**src/rtl/seven_seg_pkg.sv**
```systemverilog
// Shared constants for the seven-segment frame decoder: segment bit order,
// hex pattern table and FSM state encodings.
package seven_seg_pkg;

  // Segment bus order is {g,f,e,d,c,b,a}; a is bit 0.
  localparam int unsigned SEG_A = 0;
  localparam int unsigned SEG_G = 6;
  localparam int unsigned SEG_W = SEG_G - SEG_A + 1;

  // Active-high pattern for each nibble value; entry i encodes hex digit i.
  localparam logic [15:0][SEG_W-1:0] HEX_PATTERN = {
    7'h71, 7'h79, 7'h5E, 7'h39, 7'h7C, 7'h77, 7'h6F, 7'h7F,
    7'h07, 7'h7D, 7'h6D, 7'h66, 7'h4F, 7'h5B, 7'h06, 7'h3F
  };

  typedef logic [2:0] state_t;

  localparam state_t SYNC      = 3'd0;
  localparam state_t HI_SETTLE = 3'd1;
  localparam state_t HI_HOLD   = 3'd2;
  localparam state_t LO_SETTLE = 3'd3;
  localparam state_t EMIT      = 3'd4;
  localparam state_t HI_WAIT   = 3'd5;

endpackage

```
**src/rtl/seg7_to_hex.sv**
```systemverilog
// Combinational reverse lookup of a seven-segment pattern to its hex nibble;
// unknown patterns report nibble 0 with valid_c low.
module seg7_to_hex
  import seven_seg_pkg::*;
(
  input  logic [SEG_W-1:0] pattern,
  output logic             valid_c,
  output logic [3:0]       nibble_c
);

  always_comb begin
    valid_c  = 1'b0;
    nibble_c = 4'd0;
    for (int i = 0; i < 16; i++) begin
      if (pattern == HEX_PATTERN[i]) begin
        valid_c  = 1'b1;
        nibble_c = 4'(i);
      end
    end
  end

endmodule

```
**src/rtl/seven_seg_frame_decoder.sv**
```systemverilog
// Recovers a byte from a two-digit multiplexed seven-segment bus.
// Optional SEG_ERR_COUNT_EN adds a saturating count of frames with bad patterns.
module seven_seg_frame_decoder
  import seven_seg_pkg::*;
#(
  parameter int unsigned STABLE_CYC  = 4,
  parameter int unsigned TIMEOUT_CYC = 400000,
  parameter int unsigned TBITS       = 19
) (
  input  logic             clk,
  input  logic             rst,
  input  logic [SEG_W-1:0] segment,
  input  logic             digit_select,
  output logic [13:0]      raw_pair,
  output logic [7:0]       value,
  output logic             value_valid,
  output logic             pattern_err,
  output logic             stale
`ifdef SEG_ERR_COUNT_EN
  ,
  output logic [7:0]       err_count
`endif
);

  localparam int unsigned SCW = $clog2(STABLE_CYC + 1);

  logic             sel_q, sel_qq;
  logic [SEG_W-1:0] seg_q, seg_qq;
  state_t           state, state_n;
  logic [SCW-1:0]   stable, stable_n;
  logic [TBITS-1:0] tcnt, tcnt_n;
  logic [SEG_W-1:0] hi_pat, hi_pat_n, lo_pat, lo_pat_n;
  logic [13:0]      raw_pair_n;
  logic [7:0]       value_n;
  logic             value_valid_n, pattern_err_n, stale_n;
`ifdef SEG_ERR_COUNT_EN
  logic [7:0]       err_count_n;
`endif

  logic       hi_ok_c, lo_ok_c;
  logic [3:0] hi_nib_c, lo_nib_c;
  logic       edge_c, rise_c, same_c, settled_c, timeout_c;

  seg7_to_hex u_hi_dec (.pattern(hi_pat), .valid_c(hi_ok_c), .nibble_c(hi_nib_c));
  seg7_to_hex u_lo_dec (.pattern(lo_pat), .valid_c(lo_ok_c), .nibble_c(lo_nib_c));

  assign edge_c    = sel_q ^ sel_qq;
  assign rise_c    = sel_q & ~sel_qq;
  assign same_c    = (seg_q == seg_qq);
  assign settled_c = same_c && (stable == SCW'(STABLE_CYC - 1));

  // Link-activity watchdog: restarts on every select edge, parks at TIMEOUT_CYC.
  always_comb begin
    if (edge_c)                             tcnt_n = '0;
    else if (tcnt == TBITS'(TIMEOUT_CYC))   tcnt_n = tcnt;
    else                                    tcnt_n = tcnt + TBITS'(1);
  end
  assign timeout_c = !edge_c && (tcnt_n == TBITS'(TIMEOUT_CYC));

  always_comb begin
    state_n       = state;
    stable_n      = stable;
    hi_pat_n      = hi_pat;
    lo_pat_n      = lo_pat;
    raw_pair_n    = raw_pair;
    value_n       = value;
    value_valid_n = 1'b0;
    pattern_err_n = pattern_err;
    stale_n       = edge_c ? 1'b0 : stale;
`ifdef SEG_ERR_COUNT_EN
    err_count_n   = err_count;
`endif

    if (timeout_c) begin
      state_n  = SYNC;
      stable_n = '0;
      stale_n  = 1'b1;
    end else begin
      case (state)
        SYNC, HI_WAIT: begin
          if (rise_c) begin
            state_n  = HI_SETTLE;
            stable_n = '0;
          end
        end
        HI_SETTLE, LO_SETTLE: begin
          // An edge before capture aborts the frame; a rising edge starts a new one.
          if (edge_c) begin
            state_n  = rise_c ? HI_SETTLE : SYNC;
            stable_n = '0;
          end else if (settled_c) begin
            stable_n = '0;
            if (state == HI_SETTLE) begin
              hi_pat_n = seg_q;
              state_n  = HI_HOLD;
            end else begin
              lo_pat_n = seg_q;
              state_n  = EMIT;
            end
          end else begin
            stable_n = same_c ? stable + SCW'(1) : '0;
          end
        end
        HI_HOLD: begin
          if (edge_c) begin
            state_n  = LO_SETTLE;
            stable_n = '0;
          end
        end
        EMIT: begin
          raw_pair_n    = {hi_pat, lo_pat};
          value_n       = {hi_nib_c, lo_nib_c};
          pattern_err_n = !(hi_ok_c && lo_ok_c);
          value_valid_n = 1'b1;
          state_n       = rise_c ? HI_SETTLE : HI_WAIT;
          stable_n      = '0;
`ifdef SEG_ERR_COUNT_EN
          if (!(hi_ok_c && lo_ok_c) && (err_count != 8'hFF))
            err_count_n = err_count + 8'd1;
`endif
        end
        default: begin
          state_n  = SYNC;
          stable_n = '0;
        end
      endcase
    end
  end

  always_ff @(posedge clk) begin
    if (rst) begin
      sel_q       <= 1'b0;
      sel_qq      <= 1'b0;
      seg_q       <= '0;
      seg_qq      <= '0;
      state       <= SYNC;
      stable      <= '0;
      tcnt        <= '0;
      hi_pat      <= '0;
      lo_pat      <= '0;
      raw_pair    <= '0;
      value       <= '0;
      value_valid <= 1'b0;
      pattern_err <= 1'b0;
      stale       <= 1'b0;
`ifdef SEG_ERR_COUNT_EN
      err_count   <= '0;
`endif
    end else begin
      sel_q       <= digit_select;
      sel_qq      <= sel_q;
      seg_q       <= segment;
      seg_qq      <= seg_q;
      state       <= state_n;
      stable      <= stable_n;
      tcnt        <= tcnt_n;
      hi_pat      <= hi_pat_n;
      lo_pat      <= lo_pat_n;
      raw_pair    <= raw_pair_n;
      value       <= value_n;
      value_valid <= value_valid_n;
      pattern_err <= pattern_err_n;
      stale       <= stale_n;
`ifdef SEG_ERR_COUNT_EN
      err_count   <= err_count_n;
`endif
    end
  end

endmodule

```
**config.mk**
```make
export PLATFORM = sky130hd
export DESIGN_NAME = seven_seg_frame_decoder
export DESIGN_NICKNAME = d
export VERILOG_FILES = /design/src/rtl/seven_seg_pkg.sv /design/src/rtl/seg7_to_hex.sv /design/src/rtl/seven_seg_frame_decoder.sv
export SDC_FILE = /design/constraint.sdc
export NUM_CORES = 1
export LEC_CHECK = 0
export ABC_AREA = 1
export CORE_AREA = 10 10 95 97
export CTS_BUF_LIST = sky130_fd_sc_hd__clkbuf_2
export DETAILED_ROUTE_END_ITERATION = 12
export DIE_AREA = 0 0 105 107
export GPL_TIMING_DRIVEN = 0
export PLACE_DENSITY = 0.9
export REMOVE_ABC_BUFFERS = 1
export SETUP_SLACK_MARGIN = 0.3
export SYNTH_ARGS = -nofsm -noshare
export SYNTH_HDL_FRONTEND = slang
export SYNTH_SLANG_ARGS = --single-unit
```
**constraint.sdc**
```tcl
create_clock -name clk -period 2.45 [get_ports clk]
set_clock_uncertainty 0.1 [all_clocks]
set_input_delay 0.3675 -clock clk [delete_from_list [all_inputs] [get_ports clk]]
set_output_delay 0.3675 -clock clk [all_outputs]
set_load 0.1 [all_outputs]
```
# Yosys cells after proc, flatten, opt, wreduce, memory -nomap -nowiden

Cells that the tools add are included.

Bits in registers: 80
Input port bits: 10
Output and inout bits: 25
Word-level logic and storage cells: 162

$add $sub $neg: 2
Eq/ne operators: 44
Muxes and demuxes: 81
Bitwise logic cells: 6
Reduce and logical (&&, ||, !) cells: 15

Operator list:

| kind                                                | count |
|---|---|
| equality test 7 bit, second input constant          | 24 |
| two-way mux 4 bit                                   | 16 |
| two-way mux 3 bit                                   | 19 |
| equality test 19 bit, second input constant         | 2 |
| two-way mux 1 bit                                   | 38 |
| two-way mux 19 bit                                  | 2 |
| equality test 7 x 3 -> 1 bit, second input constant | 4 |
| equality test 7 x 6 -> 1 bit, second input constant | 4 |
| adder 19 x 1 -> 19 bit, second input constant       | 1 |
| case mux 3 bit (4 select lines)                     | 1 |
| AND reduction 5 bit                                 | 2 |
| equality test 3 x 2 -> 1 bit, second input constant | 3 |
| case mux 3 bit (3 select lines)                     | 1 |
| two-way mux 2 bit                                   | 4 |
| equality test 7 bit                                 | 1 |
| equality test 3 bit, second input constant          | 2 |
| OR reduction 2 bit                                  | 3 |
| inequality test 2 bit, second input constant        | 2 |
| inverter 1 bit                                      | 4 |
| AND reduction 2 bit                                 | 2 |
| adder 3 x 1 -> 3 bit, second input constant         | 1 |
| equality test 3 x 1 -> 1 bit, second input constant | 1 |
| logical AND 1 bit                                   | 3 |
| logical NOT 3 bit                                   | 1 |
| other kinds (6)                                     | 7 |

# Longest topological paths before layout

Gate-level depths: netlist of run 1.

Word-level depth: 19
Gate-level depth with buffers: 18
Depth with buffers taken out: 17

# Modules after synthesis

From an unflattened synthesis of run 1, not the netlist that was laid out.

Cells, all modules: 674
Area total of the unflattened synthesis: 4,325.4 sq um

Modules (own cells, without submodules):

| module                  | instances | cells each | area an instance (sq um) | seq. area each (sq um) |
|---|---|---|---|---|
| seven_seg_frame_decoder | 1         | 540        | 3,659.8                  | 1,601.5 |
| seg7_to_hex             | 2         | 67         | 332.8                    | 0.0 |

# Worst setup path before layout of run 1

No wires, ideal clock.

Path kind: flip-flop to flip-flop
Start point: register tcnt[0]
End point: register pattern_err
Setup time: 0.117 ns
Data arrival time: 1.966 ns
Data required time: 2.233 ns
Setup slack: 0.267 ns
Cell stages (with the launch flop): 16
Path buffers: 1
Clock period less this slack: 2.183 ns
Path through: dfxtp_1 ha_1 nand2_1 inv_1 nand2_1 nor2_1 nand2_1 xor2_1 nand2_1 nor2_2 nand3_4 nand2_4 inv_2 buf_4 nor2_1 nor2_1

Cells in the longest elaborated chain, start to end: 7
Elaborated cells between the ends (all ways): 8
Classes of those cells: add/sub (1); eq/ne (2); mux (2); bitwise (1); reduce/logical (2)

Ends and longest elaborated chain:

| element                                                               | RTL line                                                     | text |
|---|---|---|
| start: declaration                                                    | seven_seg_frame_decoder.sv:31                                | `logic [TBITS-1:0] tcnt, tcnt_n;` |
| start signal: assignment                                              | seven_seg_frame_decoder.sv:156                               | `tcnt <= tcnt_n;` |
| adder 19 x 1 -> 19 bit / equality test 19 bit (equally long branches) | seven_seg_frame_decoder.sv:56, seven_seg_frame_decoder.sv:55 |  |
| two-way mux 19 bit *                                                  | seven_seg_frame_decoder.sv:55                                | `else if (tcnt == TBITS'(TIMEOUT_CYC)) tcnt_n = tcnt;` |
| two-way mux 19 bit *                                                  | seven_seg_frame_decoder.sv:54                                | `if (edge_c) tcnt_n = '0;` |
| equality test 19 bit *                                                | seven_seg_frame_decoder.sv:58                                | `assign timeout_c = !edge_c && (tcnt_n == TBITS'(TIMEOUT_CYC));` |
| logical AND 1 bit *                                                   | seven_seg_frame_decoder.sv:58                                |  |
| inverter 1 bit (no line) *                                            | --                                                           |  |
| AND reduction 2 bit (no line) *                                       | --                                                           |  |
| end signal: assignment                                                | seven_seg_frame_decoder.sv:162                               | `pattern_err <= pattern_err_n;` |
| end: declaration                                                      | seven_seg_frame_decoder.sv:17                                | `output logic pattern_err,` |

Every way passes the cells marked *; elsewhere a longest branch is shown, timed or not.
A chain may end at the register's enable or synchronous reset.

# Worst setup path in the final report of run 1

Start point: register tcnt[10]
End point: register value[7]

Cells in the longest elaborated chain, start to end: 7
Elaborated cells between the ends (all ways): 8
Classes of those cells: add/sub (1); eq/ne (2); mux (2); bitwise (1); reduce/logical (2)

Ends and longest elaborated chain:

| element                                                               | RTL line                                                     | text |
|---|---|---|
| adder 19 x 1 -> 19 bit / equality test 19 bit (equally long branches) | seven_seg_frame_decoder.sv:56, seven_seg_frame_decoder.sv:55 |  |
| two-way mux 19 bit *                                                  | seven_seg_frame_decoder.sv:55                                |  |
| two-way mux 19 bit *                                                  | seven_seg_frame_decoder.sv:54                                |  |
| equality test 19 bit *                                                | seven_seg_frame_decoder.sv:58                                |  |
| logical AND 1 bit *                                                   | seven_seg_frame_decoder.sv:58                                |  |
| inverter 1 bit (no line) *                                            | --                                                           |  |
| AND reduction 2 bit (no line) *                                       | --                                                           |  |
| end signal: assignment                                                | seven_seg_frame_decoder.sv:160                               | `value <= value_n;` |
| end: declaration                                                      | seven_seg_frame_decoder.sv:15                                | `output logic [7:0] value,` |

Marks and branches as above.

==> impl_metrics.csv, run 1 <==
group,metric,value,unit
clock_network,clk_pin_slew_worst_paths,0.25,ns
final_layout,drive_above_1_share,0.256,
timing,worstMarginPinSlew,0.857,ns
flow_run,cap_violations,0,
detailed_routing,avgViaCountPerCell,5.61,
synth,syn_area,0.00415,mm^2
die,rows,31,
synth,yosysTopAreaCell,"dfxtp_1",
power,ir_worst_vdd,0.365,mV
clock_network,cts_num_sinks,80,
detailed_routing,vias,4575,
clock_network,clockBufferDepth,2,
worst_setup_path,critPathLaunchType,"register",
worst_setup_path,required,2.82,ns
worst_setup_path,crit_type,"register to register",
worst_setup_path,cp_max_fo,8,
synth,synthMuxAreaShare,0,
power,combinationalPowerShare,0.438,
global_routing,grt_pass1_wl,19500,um
synth,synthSimpleGateAreaFrac,0.400,
detailed_routing,ant_nets,0,
final_layout,syn_to_final_growth,32.0,%
power,p_clk_frac,0.183,
power,seqPwrFrac,0.380,
placed_design,gp_congestion,0.900,
timing,tns,0,ns
synth,yosysTopAreaCellShare,0.386,
clock_network,cts_tree,"yes",
global_routing,antenna_found_initial,1,
synth,avgSynthCellArea,6.52,um^2
synth,ys_seq_area_frac,0.386,
worst_hold_path,hold_path_class,"primary input to register",
die,die-area,0.0112,mm^2
synth,synth_top_family_by_area,"simple AND/OR/NAND/NOR gates",
synth,synth_top_cells_by_area,"dfxtp_1, nor2_1, nand2_1",
final_layout,multi_input_area,0.00247,mm^2
worst_setup_path,cp.arrival,2.77,ns
final_layout,final_area,0.00548,mm^2
die,fp.dieW,105,um
synth,synth_cells,637,
synth,ys_ff_latch,80,
global_routing,grt_pass1_vias,4195,
worst_setup_path,worstSetupEndpointType,"register",
clock_network,cts_hold_buf,0,
clock_network,numCtsBuffers,9,
synth,synth_cell_types,35,
die,start_util,0.582,
final_layout,final_util,0.767,
final_layout,final_nets,726,
die,io_pins,35,
final_layout,final_cell_mix,"nor2_1, nand2_1, inv_1",
timing,relSlewSlack,0.429,
power,swShare,0.480,
timing,finalCritPeriodShare,0.979,
power,p_int,2.14,mW
final_layout,mostFrequentLayoutCell,"nor2_1",
die,core-area,0.00714,mm^2
placed_design,hpwl,7400,um
timing,rsz0062_at_grt,"yes",
timing,drv_slew,0,
power,p_leak,2.40,nW
power,p_switching,1.98,mW
placed_design,dpl_cell_area,0.00452,mm^2
final_layout,seq_area,0.00165,mm^2
synth,synth_compound_area_frac,0.0781,
clock_network,ctsRootBufferMaster,"clkbuf_2",
global_routing,grt_start_max_net_pins,40,
detailed_routing,routed_wl,12200,um
timing,fin_crit,2.40,ns
die,die_h,107,um
global_routing,grt_remaining_overflow,0,
timing,finalHoldViolCount,0,
detailed_routing,drcViolationCount,0,
global_routing,track_usage,0.203,
timing,setup_viol,0,
synth,synth_fa_ha_area_frac,0.0151,
run_status,outcome,"completed",
synth,yosysWarnings,0,
final_layout,num-fill-cells,524,
detailed_routing,drt_iter0_drc,384,
timing,setup_ws,0.0515,ns
timing,fmax,417,MHz
clock_network,clock_latency,0.55,ns
placed_design,io_buffers,34,
power,powerDensity,753,mW/mm^2
clock_network,ctsHtreeMaxLevel,3,
detailed_routing,drt-wirelength-per-cell,14.9,um
placed_design,dp_slack,-1.12,ns
synth,synth_xor_area_frac,0.0232,
detailed_routing,dr.pass1.iters,5,
registers in the layout (all words and copies together) (netlist names):
name,cells
stale,1
sel_q,1
stable,3
pattern_err,1
tcnt,19
lo_pat,7
value_valid,1
seg_q,7
state,3
seg_qq,7
value,8
sel_qq,1
raw_pair,14
hi_pat,7
critical path, stage by stage, from the launching register on:
cell,delay (ns)
dfxtp_4,0.44
nand2_1,0.12
nor2_2,0.18
nand4_1,0.17
o21ai_0,0.30
nand2_1,0.12
nand3_1,0.13
nor2_2,0.06
nand3_4,0.11
nand2_8,0.10
buf_12,0.19
inv_16,0.06
nand2_1,0.06
nand2_1,0.08
nor2_1,0.06
timing repair:
action	CTS	global route
setup buffers	36	7
pin swaps	19	18
endpoints found under the setup margin	80	50
gates cloned	4	0
resized for setup	160	49
Yosys cell counts, drive strengths merged:
cell / instances
nor2: 169
nand2: 116
inv: 81
dfxtp: 80
nand3: 45
o21ai: 27
nand4: 23
nor3: 19
a21oi: 18
buf: 12
xnor2: 8
nor4: 7
clkbuf: 6
a211oi: 5
a31oi: 5
ha: 5
xor2: 3
or2: 2
a22oi: 1
clkinv: 1
nor3b: 1
o22ai: 1
o31ai: 1
o41ai: 1
power by group through the flow:
stage	clock network, mW	registers, mW	logic (mW)
CTS	0.754	1.57	1.77
global placement	0	1.58	1.60
floorplan	0	2.45	0.393
global route	0.809	1.59	1.90
finish	0.752	1.56	1.80
detailed placement	0	1.59	1.64
area by class of cell:
type                    count  area share
diodes                      1    0.000457
well taps                  99      0.0226
flip-flops and latches     80       0.301
multi-input cells         459       0.452
clock inverters             7      0.0142
clock buffers               9     0.00822
repair buffers             77       0.135
inverters                  82      0.0626
repair inverters            2     0.00411
worst paths after layout:
| kind | from | cells past startpoint | slack [ns] | to |
|---|---|---|---|---|
| worst max register to register | tcnt[10] | 14 | 0.05 | value[7] |
| worst min-delay path | segment[5] | 3 | 0.19 | seg_q[5] |
| worst max-delay path | tcnt[10] | 14 | 0.05 | value[7] |
| worst min register to register | sel_q | 2 | 0.37 | sel_qq |
cell families after synthesis:
| group | count (synthesis) |
|---|---|
| AOI/OAI and AO/OA | 59 |
| xor gates and xnor gates | 11 |
| adders and majority gates | 5 |
| buffers and inverters | 100 |
| DFF | 80 |
| and+or+nand+nor | 382 |
routing by layer:
layer	track usage	part of all wire	vias up
met5	0	0	-
met4	0.0863	0.031	0
met3	0.0323	0.080	47
met2	0.340	0.48	241
met1	0.253	0.41	2086
li1	-	-	2201
through the flow:
step	hold WS (ns)	cells	total power, mW
6_report	0.191	816	4.12
5_1_grt	0.209	816	4.30
4_1_cts	0.179	808	4.09
3_5_place_dp	0.335	752	3.23
3_3_place_gp	0.319	752	3.18
2_1_floorplan	0.307	619	2.85
No activity file was read; power rests on OpenSTA's default activity.
==> run 2: changes to the inputs <==
CAP_MARGIN = 20   (was not set)
==> impl_metrics.csv, run 2 (synthesis gave the netlist of run 1 again) <==
group,metric,value,unit
clock_network,ctsRootBufferMaster,"clkbuf_2",
final_layout,top_register,"tcnt",
placed_design,dpl_cell_area,0.00455,mm^2
worst_setup_path,rr_endpoint,"lo_pat[0]",
worst_hold_path,whs_endpoint,"seg_q[4]",
final_layout,largest_reg_flops,19,
final_layout,final_util,0.781,
final_layout,syn_to_final_growth,34.2,%
detailed_routing,vias,4491,
timing,tns,0,ns
timing,fmax,421,MHz
timing,finalHoldViolCount,0,
worst_hold_path,hold_path_class,"primary input to register",
die,start_util,0.582,
clock_network,clk_pin_slew_worst_paths,0.25,ns
clock_network,cts_num_sinks,80,
global_routing,grt_pass1_vias,4134,
timing,drv_slew,0,
worst_setup_path,worstSetupEndpointType,"register",
placed_design,io_buffers,34,
timing,setup_ws,0.0746,ns
timing,setup_viol,0,
timing,rsz0062_at_grt,"yes",
global_routing,grt_start_max_net_pins,33,
placed_design,hpwl,7430,um
detailed_routing,ant_nets,0,
global_routing,grt_remaining_overflow,0,
global_routing,antenna_found_initial,1,
worst_setup_path,regToRegSetupSlack,0.07,ns
power,powerDensity,752,mW/mm^2
global_routing,track_usage,0.199,
timing,hold_ws,0.185,ns
final_layout,drive_above_1_share,0.264,
detailed_routing,avgViaCountPerCell,5.54,
clock_network,ctsHtreeMaxLevel,3,
timing,fin_crit,2.38,ns
die,fp.dieW,105,um
flow_run,cap_violations,0,
worst_setup_path,r2r_start,"tcnt[0]",
timing,relSlewSlack,0.517,
final_layout,final_area,0.00557,mm^2
detailed_routing,drt-wirelength-per-cell,14.8,um
die,die_h,107,um
final_layout,num-fill-cells,513,
final_layout,reg.largest.list,"tcnt: 19 flops, raw_pair: 14 flops, value: 8 flops",
clock_network,cts_tree,"yes",
die,rows,31,
final_layout,final_nets,721,
clock_network,clock_latency,0.55,ns
final_layout,mostFrequentLayoutCell,"nor2_1",
placed_design,dp_slack,-1.09,ns
worst_setup_path,crit_type,"register to register",
worst_setup_path,reg2reg_depth,17,
timing,worstMarginPinSlew,0.719,ns
clock_network,numCtsBuffers,9,
run_status,outcome,"completed",
die,die-area,0.0112,mm^2
die,core-area,0.00714,mm^2
timing,finalCritPeriodShare,0.970,
detailed_routing,drt_iter0_drc,337,
worst_setup_path,cp_max_fo,7,
power,total_power,4.19,mW
placed_design,dp.cells,753,
clock_network,clockBufferDepth,2,
detailed_routing,drcViolationCount,0,
final_layout,seq_area,0.00165,mm^2
detailed_routing,routed_wl,12000,um
worst_setup_path,required,2.83,ns
placed_design,gp_congestion,0.900,
die,io_pins,35,
final_layout,final_cell_mix,"nor2_1, nand2_1, inv_1",
final_layout,layout.cells.non_filler,811,
worst_hold_path,hold_depth,3,
worst_hold_path,hp-start,"segment[4]",
worst_setup_path,critPathLaunchType,"register",
detailed_routing,dr.pass1.iters,5,
worst_setup_path,cp.arrival,2.76,ns
final_layout,multi_input_area,0.00257,mm^2
global_routing,grt_pass1_wl,18900,um
power,ir_worst_vdd,0.359,mV
power,p_leak,2.39,nW
-- run 2: metal layers --
layer,wire [um],part of all wire,vias to the layer above,GRT usage
li1,-,-,2193,-
met1,4900,0.41,2032,0.239
met2,5920,0.49,225,0.351
met3,882,0.073,41,0.0317
met4,303,0.025,0,0.0716
met5,0,0,-,0
-- run 2: power breakdown --
| group | switching, mW | total, mW | internal, mW | leakage, nW |
|---|---|---|---|---|
| clock network | 0.512 | 0.758 | 0.247 | 0.0733 |
| logic | 1.41 | 1.85 | 0.440 | 1.66 |
| registers | 0.124 | 1.58 | 1.46 | 0.662 |
-- run 2: worst max path at each step --
| stage | start | end | slack (ns) | cells past startpoint |
|---|---|---|---|---|
| 6_report | tcnt[0] | lo_pat[0] | 0.07 | 17 |
| 5_1_grt | tcnt[9] | lo_pat[3] | -0.04 | 16 |
| 4_1_cts | tcnt[1] | raw_pair[11] | 0.21 | 13 |
| 3_5_place_dp | sel_qq | value[2] | -1.09 | 15 |
| 3_3_place_gp | sel_qq | pattern_err | -1.03 | 15 |
| 2_1_floorplan | sel_qq | pattern_err | -0.26 | 15 |
-- run 2: repair_timing --
item	4_1_cts	5_1_grt
gates resized for setup	175	56
endpoints found under the setup margin	80	46
gates cloned	4	2
buffers inserted	25	10
pin swaps	31	32
hold buffers	0	0
-- run 2: area by class of cell --
cell class,count,area share
clock buffers,9,0.00809
well taps,99,0.0222
flip-flops and latches,80,0.296
clock inverters,7,0.0139
inverters,82,0.0624
repair inverters,3,0.00517
multi-input cells,460,0.461
diodes,1,0.000449
repair buffers,70,0.131
-- run 2: critical path, cell delays in order, from the launching register on --
cell     delay, ns
dfxtp_4       0.46
ha_4          0.18
nand2_8       0.07
inv_6         0.08
nand2_4       0.07
nor2_4        0.11
nand2_2       0.07
xor2_2        0.17
buf_4         0.14
buf_4         0.09
nand2_1       0.05
nor2_1        0.11
nand4_1       0.12
buf_6         0.16
nand3_4       0.13
nand2_2       0.06
nand2_1       0.07
nor2_1        0.06
==> run 3: changes to the inputs <==
TNS_END_PERCENT = 10   (was not set)
==> impl_metrics.csv, run 3 (synthesis gave the netlist of run 1 again) <==
group,metric,value,unit
placed_design,dp_slack,-1.09,ns
power,powerDensity,742,mW/mm^2
global_routing,grt_pass1_wl,18000,um
die,core-area,0.00714,mm^2
power,seqPwrFrac,0.390,
detailed_routing,top_layer,"met4",
die,fp.dieW,105,um
worst_setup_path,cp.arrival,2.66,ns
die,die_h,107,um
worst_setup_path,cp_max_fo,7,
final_layout,top_register,"tcnt",
worst_setup_path,reg2reg_depth,12,
clock_network,clockBufferDepth,2,
worst_hold_path,hold_path_class,"primary input to register",
timing,drv_slew,0,
timing,setup_viol,0,
timing,finalCritPeriodShare,0.929,
power,total_power,3.99,mW
detailed_routing,wl_met3,929,um
power,ir_worst_vdd,0.401,mV
clock_network,numCtsBuffers,9,
detailed_routing,drcViolationCount,0,
global_routing,grt_remaining_overflow,0,
detailed_routing,drt-wirelength-per-cell,14.0,um
detailed_routing,vias,4384,
worst_setup_path,critPathLaunchType,"register",
detailed_routing,routed_wl,11300,um
power,combinationalPowerShare,0.422,
clock_network,clk_pin_slew_worst_paths,0.24,ns
worst_setup_path,crit_type,"register to register",
final_layout,reg.largest.list,"tcnt: 19 flops, raw_pair: 14 flops, value: 8 flops",
final_layout,mostFrequentLayoutCell,"nor2_1",
power,p_leak,2.40,nW
detailed_routing,drt_iter0_drc,402,
final_layout,diodes,0,
detailed_routing,m1WireLength,4830,um
power,p_switching,1.93,mW
final_layout,largest_reg_flops,19,
clock_network,cts_tree,"yes",
detailed_routing,ant_nets,0,
timing,setup_ws,0.174,ns
placed_design,io_buffers,34,
die,die-area,0.0112,mm^2
power,swShare,0.484,
final_layout,syn_to_final_growth,29.6,%
final_layout,final_cell_mix,"nor2_1, nand2_1, inv_1",
timing,finalHoldViolCount,0,
clock_network,ctsHtreeMaxLevel,3,
timing,worstMarginPinSlew,0.976,ns
die,rows,31,
detailed_routing,dr.pass1.iters,5,
final_layout,drive_above_1_share,0.193,
clock_network,ctsRootBufferMaster,"clkbuf_2",
run_status,outcome,"completed",
detailed_routing,wl_met2,5320,um
flow_run,cap_violations,0,
global_routing,grt_start_max_net_pins,33,
final_layout,final_nets,719,
clock_network,cts_hold_buf,0,
placed_design,hpwl,7430,um
worst_setup_path,worstSetupEndpointType,"register",
placed_design,gp_congestion,0.900,
timing,fin_crit,2.28,ns
global_routing,track_usage,0.188,
die,io_pins,35,
global_routing,grt_pass1_vias,3956,
global_routing,antenna_found_initial,0,
clock_network,clock_latency,0.53,ns
clock_network,cts_num_sinks,80,
timing,relSlewSlack,0.352,
timing,rsz0062_at_grt,"yes",
worst_setup_path,required,2.83,ns
detailed_routing,avgViaCountPerCell,5.43,
power,p_clk_frac,0.188,
timing,fmax,439,MHz
power,p_int,2.06,mW
worst_hold_path,hold_depth,3,
timing,hold_ws,0.206,ns
die,start_util,0.582,
==> run 3: cell types whose count changed in the layout (fill, tap and decap cells not counted), moves of 5 or more <==
cell | previous run | this run
clkdlybuf4s15_2 | 25 | 1
clkdlybuf4s15_1 | 0 | 12
nand2_1 | 92 | 104
nand2_2 | 17 | 5
dlygate4sd2_1 | 1 | 12
nor2_1 | 145 | 154
nor2_2 | 15 | 7
o21ai_0 | 12 | 17
==> run 3: cell type report <==
| cell class | count | area [um^2] |
|---|---|---|
| clock buffers | 9 | 45.0 |
| repair inverters | 1 | 8.76 |
| well taps | 99 | 124 |
| repair buffers | 71 | 673 |
| clock inverters | 7 | 77.6 |
| flip-flops and latches | 80 | 1650 |
| fillers | 559 | 1760 |
| multi-input cells | 459 | 2460 |
| inverters | 82 | 345 |
==> run 3: per-layer routing <==
metal,GRT usage,vias up
li1,-,2185
met5,0,-
met2,0.326,205
met3,0.0365,27
met4,0.0608,0
met1,0.229,1967
==> run 3: timing repair <==
action,in CTS,in global routing
gates resized for setup,104,51
buffers inserted,21,15
cloned,2,1
setup endpoints to repair,80,76
pin swaps,25,24
==> run 3: path summary, 6_finish.rpt <==
kind | endpoint | slack, ns | from
min | seg_q[4] | 0.21 | segment[4]
max reg2reg | raw_pair[0] | 0.17 | tcnt[0]
max | raw_pair[0] | 0.17 | tcnt[0]
min reg2reg | stale | 0.38 | stale
==> run 3: worst max-delay path, stage by stage, from the launching register on <==
cell and delay [ns]:
dfxtp_4 0.43, ha_4 0.19, nand2_8 0.08, nor2_2 0.04
xnor2_1 0.26, or2_4 0.18, nand4_1 0.13, nor2_4 0.16
nand3_4 0.16, buf_12 0.17, nand2_4 0.09, o21ai_0 0.09
nor2_1 0.15
==> run 3: power by group through the flow <==
stage                     logic [mW]  clock network (mW)  registers [mW]
after floorplan                0.393                   0            2.45
after global placement          1.60                   0            1.58
after detailed placement        1.64                   0            1.59
after CTS                       1.66               0.754            1.56
after global routing            1.78               0.804            1.58
final                           1.68               0.750            1.56
==> run 3: through the flow <==
stage          std cells  area [um^2]  setup TNS (ns)  utilization
5_1_grt              808         5380               0        0.754
3_5_place_dp         753         4550          -41.73        0.637
6_report             808         5380               0        0.754
4_1_cts              792         5070               0        0.711
2_1_floorplan        619         4050           -5.94            -
3_3_place_gp         752         4520          -45.11        0.633
